--- config.mk ---
export PLATFORM = sky130hd
export DESIGN_NAME = axis_credit_fifo
export DESIGN_NICKNAME = d
export VERILOG_FILES = /design/src/rtl/axis_credit_fifo.sv
export SDC_FILE = /design/constraint.sdc
export NUM_CORES = 1
export LEC_CHECK = 0
export BUFFER_PORTS_ARGS = -buffer_cell sky130_fd_sc_hd__buf_2
export CORE_MARGIN = 2
export CORE_UTILIZATION = 40
export DETAILED_ROUTE_END_ITERATION = 12
export SLEW_MARGIN = 40
export SYNTH_ARGS = -nofsm -noshare
export SYNTH_HDL_FRONTEND = slang
export SYNTH_SLANG_ARGS = --single-unit
export TNS_END_PERCENT = 100
--- constraint.sdc ---
create_clock -name clk_i -period 3.5 [get_ports clk_i]
set_input_delay 0.175 -clock clk_i [delete_from_list [all_inputs] [get_ports clk_i]]
set_output_delay 0.175 -clock clk_i [all_outputs]
set_load 0.01 [all_outputs]
--- src/rtl/axis_credit_fifo.sv ---
// axis_credit_fifo
//   Credit-tracked AXI-Stream buffer of DEPTH entries with first-word
//   fall-through output. Each output handshake produces a one-cycle pop_o
//   pulse that returns one credit to the upstream credit counter. A sticky
//   overflow flag records any beat offered while the buffer was full. Such
//   a beat indicates broken credit accounting.
//
// Ports
//   clk_i       clock, rising edge
//   rst_i       asynchronous active-high reset
//   s_tdata_i   upstream beat data
//   s_tlast_i   upstream end-of-packet
//   s_tvalid_i  upstream beat valid
//   s_tready_o  buffer can accept a beat (not full)
//   m_tdata_o   head-of-queue data
//   m_tlast_o   head-of-queue tlast
//   m_tvalid_o  queue non-empty
//   m_tready_i  downstream ready
//   pop_o       one-cycle pulse per output handshake (credit return)
//   count_o     current occupancy, 0..DEPTH
//   ovf_o       sticky: beat offered while full
module axis_credit_fifo #(
  parameter int unsigned DATA_WIDTH = 8,
  parameter int unsigned DEPTH      = 10
) (
  input  logic                         clk_i,
  input  logic                         rst_i,
  input  logic [DATA_WIDTH-1:0]        s_tdata_i,
  input  logic                         s_tlast_i,
  input  logic                         s_tvalid_i,
  output logic                         s_tready_o,
  output logic [DATA_WIDTH-1:0]        m_tdata_o,
  output logic                         m_tlast_o,
  output logic                         m_tvalid_o,
  input  logic                         m_tready_i,
  output logic                         pop_o,
  output logic [$clog2(DEPTH+1)-1:0]   count_o,
  output logic                         ovf_o
);

  localparam int unsigned PTR_W = $clog2(DEPTH);
  localparam int unsigned CNT_W = $clog2(DEPTH+1);
  localparam logic [PTR_W-1:0] LAST_PTR = PTR_W'(DEPTH - 1);
  localparam logic [CNT_W-1:0] FULL_CNT = CNT_W'(DEPTH);

  // Each entry holds {tlast, tdata}; storage is deliberately not reset.
  logic [DATA_WIDTH:0] mem_q [DEPTH];

  logic [PTR_W-1:0] wr_ptr_q, wr_ptr_d;
  logic [PTR_W-1:0] rd_ptr_q, rd_ptr_d;
  logic [CNT_W-1:0] count_q,  count_d;
  logic             ovf_q,    ovf_d;

  logic full;
  logic empty;
  logic push;
  logic pop;
  logic [DATA_WIDTH:0] head;

  assign full  = (count_q == FULL_CNT);
  assign empty = (count_q == '0);

  // Readiness depends only on registered occupancy, so a pop in the same
  // cycle never opens space for a push while full.
  assign s_tready_o = ~full;
  assign m_tvalid_o = ~empty;

  assign push = s_tvalid_i & ~full;
  assign pop  = ~empty & m_tready_i;

  assign head      = mem_q[rd_ptr_q];
  assign m_tdata_o = head[DATA_WIDTH-1:0];
  assign m_tlast_o = head[DATA_WIDTH];
  assign pop_o     = pop;
  assign count_o   = count_q;
  assign ovf_o     = ovf_q;

  always_comb begin
    wr_ptr_d = wr_ptr_q;
    rd_ptr_d = rd_ptr_q;
    count_d  = count_q;
    ovf_d    = ovf_q | (s_tvalid_i & full);

    // Explicit wrap so DEPTH need not be a power of two.
    if (push) begin
      wr_ptr_d = (wr_ptr_q == LAST_PTR) ? '0 : wr_ptr_q + PTR_W'(1);
    end
    if (pop) begin
      rd_ptr_d = (rd_ptr_q == LAST_PTR) ? '0 : rd_ptr_q + PTR_W'(1);
    end

    unique case ({push, pop})
      2'b10:   count_d = count_q + CNT_W'(1);
      2'b01:   count_d = count_q - CNT_W'(1);
      default: count_d = count_q;
    endcase
  end

  always_ff @(posedge clk_i or posedge rst_i) begin
    if (rst_i) begin
      wr_ptr_q <= '0;
      rd_ptr_q <= '0;
      count_q  <= '0;
      ovf_q    <= 1'b0;
    end else begin
      wr_ptr_q <= wr_ptr_d;
      rd_ptr_q <= rd_ptr_d;
      count_q  <= count_d;
      ovf_q    <= ovf_d;
    end
  end

  // A push can never land on the head entry: when full, push is blocked,
  // so wr_ptr differs from rd_ptr whenever the head is valid.
  always_ff @(posedge clk_i) begin
    if (push) begin
      mem_q[wr_ptr_q] <= {s_tlast_i, s_tdata_i};
    end
  end

endmodule

# Word-level counts from Yosys, hierarchy flattened

Memories as Yosys holds them, arrays and structs flattened.
Cells that the tools add are included.

Memories kept: 1
Register bits after elaboration: 13
Memory bits (writable): 90
Input bits: 13
Word-level logic and storage cells: 27
Output and inout bits: 17

Memories:

| memory | depth | width | read ports | clocked after Yosys merged registers in | write ports | RTL line | text |
|---|---|---|---|---|---|---|---|
| mem_q  | 10    | 9     | 1          | 0                                       | 1           | 47       | `logic [DATA_WIDTH:0] mem_q [DEPTH];` |

Reduce and logical (&&, ||, !) cells: 2
Bitwise logic cells: 6
Equal/unequal tests: 5
Multiplexer cells: 5
$add $sub $neg: 4

Operator list:

| cell                | number |
|---|---|
| $add 4x1->4 const B | 3 |
| $eq 4x4->1 const B  | 3 |
| $mux 4              | 2 |
| $pmux 4 s2          | 1 |
| $logic_not 4->1     | 1 |
| $sub 4x1->4 const B | 1 |
| $and 1x1->1         | 3 |
| $eq 2x1->1 const B  | 1 |
| $eq 2x2->1 const B  | 1 |
| $mux 1              | 2 |
| $not 1->1           | 2 |
| $reduce_bool 2->1   | 1 |
| $or 1x1->1          | 1 |

# Depth between registers and ports, before layout

Gate-level depths: netlist (run 1).

Depth in word-level cells: 5
Depth in mapped cells: 9
Gate-level depth less buffers: 8

# Worst setup path before layout (run 1)

Ideal clock, no wire load.

Path type: reg-to-reg
Start: reg count_q[0] (netlist: count_o[0])
End: reg count_q[3] (netlist: count_o[3])
Path buffers: 0
Library setup time: 0.125 ns
Data required time: 3.375 ns
Clock period less this slack: 2.654 ns
Stages on the path, launching flop included: 9
Path slack: 0.846 ns
Data arrival time: 2.528 ns
Cell sequence: dfrtp_1 -> or4_4 -> and2_2 -> ha_1 -> ha_1 -> a21o_2 -> a2111oi_0 -> nand4b_1 -> nand3_1

Word-level cells in the longest chain between the ends: 5
Elaborated cells on any way between the ends: 12
Classes of those cells: add/sub: 2; eq/ne: 3; mux: 1; bitwise: 4; reduce/logical: 2

Ends and longest elaborated chain:

| item                                                   | RTL line | text |
|---|---|---|
| from (decl)                                            | 51       | `logic [CNT_W-1:0] count_q, count_d;` |
| from (signal assigned)                                 | 108      | `count_q <= count_d;` |
| $logic_not 4->1 *                                      | 61       | `assign empty = (count_q == '0);` |
| $not 1->1 *                                            | n/a      |  |
| via m_tvalid_o                                         | 34       | `output logic m_tvalid_o,` |
| $and 1x1->1 *                                          | 69       | `assign pop = ~empty & m_tready_i;` |
| via pop_o                                              | 36       | `output logic pop_o,` |
| $eq 2x1->1 / $eq 2x2->1 (equally long branches)        | 92       | `unique case ({push, pop})` |
| $pmux 4 s2 / $reduce_bool 2->1 (equally long branches) | n/a      |  |

The timed path passes the listed nets; every way through them passes the cells marked *.
A chain may end at the register's enable or synchronous reset.

# Worst setup path after layout (run 1)

Start: reg count_q[2] (netlist: count_o[2])
End: reg count_q[3] (netlist: count_o[3])

Word-level cells in the longest chain between the ends: 5
Elaborated cells on any way between the ends: 12
Classes of those cells: add/sub: 2; eq/ne: 3; mux: 1; bitwise: 4; reduce/logical: 2

Ends and longest elaborated chain:

| item                                                   | RTL line |
|---|---|
| $eq 4x4->1 / $logic_not 4->1 (equally long branches)   | 60, 61 |
| $not 1->1, on equally long branches                    | 68, 69 |
| $and 1x1->1, on equally long branches                  | 68, 69 |
| $eq 2x1->1 / $eq 2x2->1 (equally long branches)        | 92 |
| $pmux 4 s2 / $reduce_bool 2->1 (equally long branches) | n/a |

Parallel ways exist; a longest one is shown, timed or not.

==> out/qor.yml, run 1 <==
syn_to_final_growth_pct: 13.1
tritoncts: "yes"
numPlacedInstances: 432
core_area_mm2: 0.0103
r2r-start: "count_o[2]"
track_usage: 0.147
synth-edff-count: 90
worstMarginPinSlew_ps: 753
regToRegEndpoint: "count_o[3]"
fmax_mhz: 363
synth_fp_nets: 289
htreeDepth: 3
post-route-period-util: 0.786
synth-warning-count: 0
gp_congestion: 0.699
ir_drop_v: 0.000301
post_cts_buffers: 0
fin_ws_ps: 747
routed_wl_um: 8030
synth.distinct_cells: 40
slew_headroom: 0.498
cp-start-kind: "flip-flop"
holdPathStages: 1
vias: 2322
synth_top_family_by_area: "multiplexers"
clkTransAtPathRegs_ps: 90
io_pins: 30
die_area_mm2: 0.0115
drive_above_1_share: 0.218
crit_arrival_ps: 3000
cts-root-buf: "clkbuf_8"
finalSetupViolCount: 0
antenna_found_initial: 1
grt_pass1_vias: 2162
synth_seq_cells: 103
cts_buffers: 9
power_density_mw_per_mm2: 795
ant_nets: 0
rsz0062_at_grt: "no"
grt_pass1_wl_um: 12200
r2r_cells: 8
wl_met3_um: 279
hold_viol_final: 0
yosysSeqAreaShare: 0.711
wl_met2_um: 4010
synthArstFlopShare: 0.126
setup_tns_ps: 0
finalCriticalPeriod_ps: 2750
yosys.area_share.simple: 0.0726
hpwlAfterDp_um: 5050
highest_layer: "met5"
drt_iter0_markers: 139
instances_no_fill: 448
outcome: "finished clean"
wl_met1_um: 3620
grt_max_degree: 28
min_path_type: "in -> reg"
r2r_slack_ps: 750
wl_per_cell_um: 17.9
hold_end: "mem_q[5][1]"
diodes: 0
initial_core_util: 0.413
slew_viol_final: 0
min-delay-start: "s_tdata_i[1]"
drcViolationCount: 0
critPathCaptureType: "flip-flop"
crit_required_ps: 3740
synth_mux_area_frac: 0.108
port_buffers: 29
layout_common_cells: "edfxtp_1 (90), mux2i_1 (46), buf_2 (29), o22ai_1 (18), nor3_1 (16)"
fp-row-count: 37
cts_sinks: 103
layout_commonest_cell: "edfxtp_1"
cts_max_path_buffers: 2
dp_slack_ps: 773
finalNetCount: 325
synth_fa_ha_area_frac: 0.0135
crit_type: "reg -> reg"
synth_top_flop_cell: "edfxtp_1"
vias_per_cell: 5.18
fin_skew_ps: 9.14
power_leakage_uw: 0.00177
critPathMaxFanout: 5
syn-instance-count: 272
dr.pass1.iters: 4
synth_area_mm2: 0.00426
synthXorXnorAreaFrac: 0.0123
synth_compound_area_frac: 0.0567
syn_avg_cell_area_um2: 15.7
die_h_um: 107
gr-total-overflow: 0
max-cap-violations: 0
clock_latency_ps: 360
dieWidth_um: 107
[worst max-delay path by stage]
| stage | start | to | slack (ps) | depth (start not counted) |
|---|---|---|---|---|
| 2_1_floorplan | count_o[0] | count_o[3] | 850 | 8 |
| 3_3_place_gp | count_o[0] | count_o[3] | 860 | 8 |
| 3_5_place_dp | count_o[2] | count_o[3] | 770 | 8 |
| 4_1_cts | count_o[2] | count_o[3] | 760 | 8 |
| 5_1_grt | count_o[2] | count_o[3] | 590 | 8 |
| 6_report | count_o[2] | count_o[3] | 750 | 8 |
[stage by stage]
step / hold WS, ps / utilization / area, µm² / total power [µW]
2_1_floorplan: 52.0 / - / 4260 / 2680
3_3_place_gp: 232 / 0.445 / 4600 / 3070
3_5_place_dp: 249 / 0.445 / 4600 / 3110
4_1_cts: 107 / 0.466 / 4820 / 3880
5_1_grt: 114 / 0.466 / 4820 / 4050
6_report: 110 / 0.466 / 4820 / 3830
[flip-flops by register name, summed over array words and instances (netlist names)]
register and cells:
mem_q 90, count_o 4, rd_ptr_q 4, wr_ptr_q 4, ovf_o 1
[critical path, cell delays in order, from the launching register on]
cell and delay (ps):
dfrtp_1 440, or4_4 570, and2_2 240, ha_1 260, ha_1 290, a21o_2 230
a2111oi_0 380, nand4b_1 160, nand3_1 70
[per-layer routing]
layer,GRT usage,vias up
li1,-,1113
met1,0.194,1162
met2,0.238,36
met3,0.0353,9
met4,0.0501,2
met5,0,-
[kinds of logic after synthesis]
group,count (synthesis)
mux,46
buf+inv,22
simple gates,52
fa+ha+maj,4
xor+xnor,6
flops,103
compound gates,39
[timing repair]
item | CTS | global route
gates resized for setup | 0 | 0
hold endpoints to repair | 13 | 0
hold buffers | 1 | 0
[where the power goes]
group / total, µW / switching, µW / internal (µW)
clock network: 775 / 377 / 397
logic: 1290 / 704 / 582
registers: 1770 / 234 / 1530
[layout make-up]
| type | count | area [µm²] |
|---|---|---|
| Clock buffer | 9 | 124 |
| Multi-Input combinational cell | 147 | 1130 |
| Clock inverter | 6 | 86.3 |
| Timing Repair Buffer | 41 | 250 |
| Sequential cell | 103 | 3030 |
| Fill cell | 907 | 5510 |
| Tap cell | 136 | 170 |
| Inverter | 6 | 22.5 |
[cells in the mapped netlist (2+ instances only)]
cell,instances,area share
o21ai_0,4,0.0047
nand3_1,3,0.0035
inv_1,6,0.0053
nand2b_1,7,0.010
a21oi_1,10,0.012
o22ai_1,18,0.026
dfrtp_1,13,0.076
nand2_1,9,0.0079
edfxtp_1,90,0.63
nand3_2,2,0.0047
ha_1,3,0.0088
nor4_1,2,0.0029
buf_6,2,0.0053
nor2_1,3,0.0026
xor2_1,2,0.0041
clkbuf_1,7,0.0062
buf_4,2,0.0035
nor3_1,16,0.019
mux2i_1,46,0.11
xnor2_1,4,0.0082
a22o_1,2,0.0041
buf_2,3,0.0035
No activity file was read; power rests on OpenSTA's default activity.
==> inputs of run 2 (changes only) <==
==> constraint.sdc (replaced) <==
create_clock -name clk_i -period 2.8 [get_ports clk_i]
set_input_delay 0.14 -clock clk_i [delete_from_list [all_inputs] [get_ports clk_i]]
set_output_delay 0.14 -clock clk_i [all_outputs]
set_load 0.01 [all_outputs]
==> run 2 against run 1 <==
Effect of this change:
- global-route usage is essentially flat
- non-clock buffer count grew 5
- first-iteration DRC count shrank 7.2%
- design area grew 0.23%
- utilization grew 0.11 points
- critical endpoint unchanged
- via count shrank 0.17%
- fmax grew 5.6%
- die area is the same
- wire length shrank 0.30%
==> out/qor.yml, run 2 (synthesis gave the netlist of run 1 again) <==
crit_cells: 8  # unchanged
vias_per_cell: 5.11  # -1.5%
post-route-period-util: 0.931  # +0.145
finalNetCount: 330  # +1.5%
antenna_found_initial: 1  # unchanged
cp-start-kind: "flip-flop"
syn_to_final_growth_pct: 13.3
cp_cell_sequence: "or4_4 -> and2_2 -> ha_2 -> ha_1 -> a21o_2 -> a2111oi_1 -> nand4b_1 -> nand3_1"
tritoncts: "yes"
fin_area_mm2: 0.00483  # +0.23%
fin_ws_ps: 193  # -555 ps
finalPower_uw: 4730  # +23%
port_buffers: 29  # unchanged
grt_max_degree: 24  # -14%
critPathMaxFanout: 5  # unchanged
track_usage: 0.147  # +0.000490
worst-path-buf-inv: 0  # unchanged
cts-root-buf: "clkbuf_8"
fp-row-count: 37  # unchanged
ir_drop_v: 0.000445  # +48%
rsz0062_at_grt: "no"
holdPathStages: 1  # unchanged
gr-total-overflow: 0  # unchanged
worstMarginPinSlew_ps: 833  # +80.6 ps
hold_viol_final: 0  # unchanged
crit_arrival_ps: 2850  # -150 ps
wl_per_cell_um: 17.6  # -1.6%
routed_wl_um: 8010  # -0.30%
crit_type: "reg -> reg"
critPathCaptureType: "flip-flop"
crit_required_ps: 3040  # -700 ps
io_pins: 30  # unchanged
crit_family: "simple AND/OR/NAND/NOR gates"
r2r_cells: 8  # unchanged
hpwlAfterDp_um: 5130  # +1.5%
power_leakage_uw: 0.00177  # +0.13%
drt_iter0_markers: 129  # -7.2%
slew_headroom: 0.444  # -0.0538
diodes: 0  # unchanged
die_area_mm2: 0.0115  # unchanged
finalCriticalPeriod_ps: 2610  # -145 ps
crit_path_max_incr_delay_ps: 560  # about the same
finalSetupViolCount: 0  # unchanged
largest_reg_flops: 90  # unchanged
clkTransAtPathRegs_ps: 100  # about the same
fmax_mhz: 384  # +5.6%
dpl-instance-area_mm2: 0.00463  # +0.65%
core_area_mm2: 0.0103  # unchanged
slew_viol_final: 0  # unchanged
dieWidth_um: 107  # unchanged
cts_buffers: 9  # unchanged
die_h_um: 107  # unchanged
htreeDepth: 3  # unchanged
layout_common_cells: "edfxtp_1 (90), mux2i_1 (46), buf_2 (29), o22ai_1 (18), nor3_1 (16)"
crit_slowest_cell: "or4_4"
numPlacedInstances: 436  # +0.93%
grt_pass1_vias: 2212  # +2.3%
cts_sinks: 103  # unchanged
vias: 2318  # -0.17%
largest_register: "mem_q"
fin_skew_ps: 9.55  # +0.407 ps
drcViolationCount: 0  # unchanged
grt_pass1_wl_um: 12300  # +1.0%
outcome: "finished clean"
clock_latency_ps: 360  # about the same
instances_no_fill: 454  # +1.3%
setup_tns_ps: 0  # unchanged
drive_above_1_share: 0.233  # +0.0148
dr.pass1.iters: 6  # +2
initial_core_util: 0.413  # unchanged
gp_congestion: 0.769  # +10%
min_path_type: "in -> reg"
max-cap-violations: 0  # unchanged
ant_nets: 0  # unchanged
dp_slack_ps: 138  # -635 ps
cts_max_path_buffers: 2  # unchanged
power_density_mw_per_mm2: 980  # +23%
layout_commonest_cell: "edfxtp_1"
fill_cells: 905  # -0.22%
==> run 2: cell types whose count changed in the layout (fill, tap and decap cells not counted), moves of 2 or more <==
| cell | change |
|---|---|
| clkinv_2 | -2 |
| bufinv_16 | -2 |
| inv_6 | +2 |
| buf_4 | +5 |
==> run 2: report_power, final <==
| group | switching (µW) | internal, µW | total [µW] |
|---|---|---|---|
| combinational | 957 | 768 | 1720 |
| clock | 510 | 338 | 848 |
| sequential | 238 | 1920 | 2160 |
| total | 1700 | 3020 | 4730 |
==> run 2: timing repair <==
action                                 in CTS  in global routing
endpoints found under the hold margin      13                  0
setup endpoints to repair                   0                  1
hold buffers                                1                  0
gates resized for setup                     0                  2
buffers inserted                            0                  1
==> run 2: worst paths after layout <==
kind	endpoint	from	slack, ps
worst min-delay path	mem_q[9][4]	s_tdata_i[4]	70
worst min register to register	ovf_o	ovf_o	490
worst max register to register	count_o[3]	count_o[2]	190
min in group asynchronous	ovf_o	rst_i	360
max in group asynchronous	rd_ptr_q[0]	rst_i	2060
worst max-delay path	count_o[3]	count_o[2]	190
==> run 2: per-stage QoR <==
stage                     utilization  hold slack (ps)
after floorplan                     -             17.0
after global placement          0.448              199
after detailed placement        0.448              207
after CTS                       0.466             60.2
after global routing            0.468             66.6
final                           0.468             74.6
==> run 2: per-layer routing <==
| layer | global-route usage | share of wire |
|---|---|---|
| met1 | 0.193 | 0.45 |
| met2 | 0.238 | 0.50 |
| met3 | 0.0316 | 0.044 |
| met4 | 0.0622 | 0.011 |
| met5 | 0 | 0.0016 |
==> run 2: layout make-up <==
cell class / count / area, µm² / share of cell area
Inverter: 6 / 22.5 / 0.00467
Multi-Input combinational cell: 147 / 1140 / 0.236
Sequential cell: 103 / 3030 / 0.628
Tap cell: 136 / 170 / 0.0353
Clock buffer: 10 / 128 / 0.0264
Timing Repair Buffer: 46 / 288 / 0.0596
Clock inverter: 6 / 52.6 / 0.0109
==> inputs of run 3 (changes only) <==
--- a/config.mk
+++ b/config.mk
@@ -5,6 +5,7 @@
 export SDC_FILE = /design/constraint.sdc
 export NUM_CORES = 1
 export LEC_CHECK = 0
+export ABC_AREA = 1
 export BUFFER_PORTS_ARGS = -buffer_cell sky130_fd_sc_hd__buf_2
 export CORE_MARGIN = 2
 export CORE_UTILIZATION = 40
==> run 3 against run 2 <==
Effect of this change:
- non-clock buffer count stayed put
- fmax is 20% higher
- synthesized cell count is 67% higher
- final cell count is 41% higher
- sequential power is 7% lower
- count of clock-buffer cells in the layout stayed put
- hold slack worse by 16 ps
- sequential share of layout area is 5.0 points lower
- worst setup slack better by 430 ps
- sequential cell count stayed put
- clock power is 43% higher
==> out/qor.yml, run 3 <==
clockPowerShare: 0.236  # +0.057
diodes: 0  # unchanged
die_h_um: 111  # +3.7%
power_leakage_uw: 0.00229  # +29%
regToRegEndpoint: "count_o[3]"
gr-total-overflow: 0  # unchanged
post-route-period-util: 0.777  # -0.154
synth_seq_cells: 103  # unchanged
cp_cell_sequence: "nor2_1 -> nand3_1 -> nand2_1 -> inv_1 -> ha_1 -> ha_1 -> or2_2 -> nand3_1 -> nand2_1 -> nand2_1 -> nand2_1"
outcome: "finished clean"
yosysSeqAreaShare: 0.659  # -0.0515
port_buffers: 29  # unchanged
critPathMaxFanout: 6  # +1
hold_viol_final: 0  # unchanged
grt_pass1_vias: 3001  # +36%
cp-start-kind: "flip-flop"
slew_headroom: 0.541  # +0.0968
holdPathStages: 3  # +2
hpwlAfterDp_um: 6050  # +18%
finalCriticalPeriod_ps: 2170  # -432 ps
rsz0062_at_grt: "no"
syn_to_final_growth_pct: 14.3
htreeDepth: 3  # unchanged
setup_tns_ps: 0  # unchanged
crit_required_ps: 3030  # about the same
ant_nets: 0  # unchanged
fill_cells: 1051  # +16%
crit_path_max_incr_delay_ps: 430  # -130 ps
synth-warning-count: 0  # unchanged
drive_above_1_share: 0.144  # -0.0884
synth.cells.most_frequent: "nand2_1 (97), edfxtp_1 (90), inv_1 (81)"
cts-root-buf: "clkbuf_16"
layout_common_cells: "nand2_1 (97), edfxtp_1 (90), inv_1 (81), nand3_1 (74), nor2_1 (37)"
synth_area_leaders: "edfxtp_1 (59%), nand3_1 (8.1%), nand2_1 (7.9%)"
initial_core_util: 0.406  # -0.00694
clkTransAtPathRegs_ps: 70  # -30 ps
power_density_mw_per_mm2: 981  # +0.12%
grt_pass1_wl_um: 15600  # +27%
layout_commonest_cell: "nand2_1"
fin_skew_ps: 9.12  # -0.428 ps
clock_latency_ps: 340  # -20 ps
crit_type: "reg -> reg"
switching_share: 0.369  # +0.00881
dpl-instance-area_mm2: 0.00495  # +6.9%
dr.pass1.iters: 4  # -2
largest_reg_flops: 90  # unchanged
drcViolationCount: 0  # unchanged
regArea_mm2: 0.00303  # about the same
cts_max_path_buffers: 2  # unchanged
syn_avg_cell_area_um2: 10.1  # -36%
synth.distinct_cells: 24  # -40%
synth-edff-count: 90  # unchanged
min_path_type: "in -> reg"
core_area_mm2: 0.0113  # +9.7%
io_pins: 30  # unchanged
multiInputGateArea_mm2: 0.00117  # +2.5%
crit_slowest_cell: "dfrtp_1"
drt_iter0_markers: 288  # +120%
worst-path-buf-inv: 1  # +1
r2r_slack_ps: 630  # +430 ps
min-delay-start: "s_tvalid_i"
synthArstFlopShare: 0.126  # unchanged
cts_sinks: 103  # unchanged
fin_area_mm2: 0.00525  # +8.7%
cts_buffers: 9  # unchanged
largest_register: "mem_q"
max-cap-violations: 0  # unchanged
fp-row-count: 39  # +5.4%
tritoncts: "yes"
finalSetupViolCount: 0  # unchanged
r2r_cells: 11  # +3
synth_area_mm2: 0.00459  # +7.8%
synth_fp_nets: 472  # +63%
fmax_mhz: 460  # +20%
crit_arrival_ps: 2410  # -440 ps
finalNetCount: 511  # +55%
wl_per_cell_um: 15.0  # -15%
synth.largest_area_cell: "edfxtp_1"
ir_drop_v: 0.000516  # +16%
die_area_mm2: 0.0124  # +7.5%
cell_internal_pwr_uw: 3250  # +7.3%
seqPwrFrac: 0.391  # -0.065
syn-instance-count: 455  # +67%
routed_wl_um: 9640  # +20%
gp_congestion: 0.768  # -0.13%
power_frac_comb: 0.373  # +0.008
netlist.area_leader.share: 0.589  # -0.0460
antenna_found_initial: 0  # -1
worstMarginPinSlew_ps: 687  # -146 ps
crit_family: "simple AND/OR/NAND/NOR gates"
p_switching_uw: 1900  # +11%
crit_path_frequent_cell: "nand2_1"
synth.most_common_cell: "nand2_1"
r2r-start: "count_o[0]"
slew_viol_final: 0  # unchanged
track_usage: 0.167  # +0.0192
post_cts_buffers: 0  # unchanged
grt_max_degree: 59  # +150%
critPathCaptureType: "flip-flop"
vias_per_cell: 4.83  # -5.5%
dieWidth_um: 111  # +3.7%
synth_top_flop_cell: "edfxtp_1"
vias: 3098  # +34%
hold_end: "ovf_o"
## run 3: cell count changes in the layout (fill, tap and decap cells not counted), moves of 7 or more
cell	change
nand2_1	+88
nand3_1	+71
o21ai_0	+13
nand2b_1	-7
o22ai_1	-18
clkbuf_16	+9
clkbuf_8	-9
or2_2	+9
nor2_1	+34
inv_1	+75
nor3_1	-14
mux2i_1	-46
a21oi_1	-10
## run 3: metrics by stage
stage               hold WS [ps]  power, µW   util  instances  setup slack [ps]
floorplan                   17.0       3350      -        455               636
global placement             190       3960  0.437        625               718
detailed placement           190       3980  0.437        625               643
CTS                         53.9       5200  0.463        642               629
global route                72.6       5500  0.463        642               426
finish                      58.7       5150  0.463        642               625
## run 3: worst max path at each step
stage | end | startpoint | cells past startpoint
detailed placement | count_o[3] | count_o[0] | 11
global route | count_o[3] | count_o[0] | 11
floorplan | count_o[3] | count_o[0] | 11
finish | count_o[3] | count_o[0] | 11
global placement | count_o[3] | count_o[0] | 11
CTS | count_o[3] | count_o[0] | 12
## run 3: cells by family after synthesis
logic type	Yosys count	share of synthesized area
buffers and inverters	100	0.0866
AOI/OAI and AO/OA	22	0.0251
and+or+nand+nor	222	0.209
adders and majority gates	4	0.0125
DFF	103	0.659
xor gates and xnor gates	4	0.00763
## run 3: layout make-up
cell class / count / area share
flip-flops and latches: 103 / 0.577
multi-input cells: 252 / 0.222
inverters: 82 / 0.0587
repair buffers: 46 / 0.0525
clock buffers: 10 / 0.0436
well taps: 143 / 0.0341
clock inverters: 6 / 0.0117
## run 3: metal layers
metal	vias up	GRT usage	part of all wire
met5	-	0	0
met1	1467	0.216	0.43
met4	0	0.0700	0.012
met3	10	0.0416	0.061
li1	1545	-	-
met2	76	0.268	0.50
## run 3: power by group through the flow
stage,clock network (µW),logic [µW],registers (µW)
finish,1210,1920,2010
floorplan,0,1300,2050
detailed placement,0,1940,2040
CTS,1240,1960,2010
global placement,0,1920,2030
global route,1300,2170,2030
## run 3: what timing repair did
action,in CTS,in global routing
hold endpoints to repair,13,0
setup endpoints to repair,0,0
gates resized for setup,0,0
hold buffers,1,0
## run 3: worst min-delay path: stages
cell and delay, ps:
buf_2 110, inv_1 40, o21bai_1 60
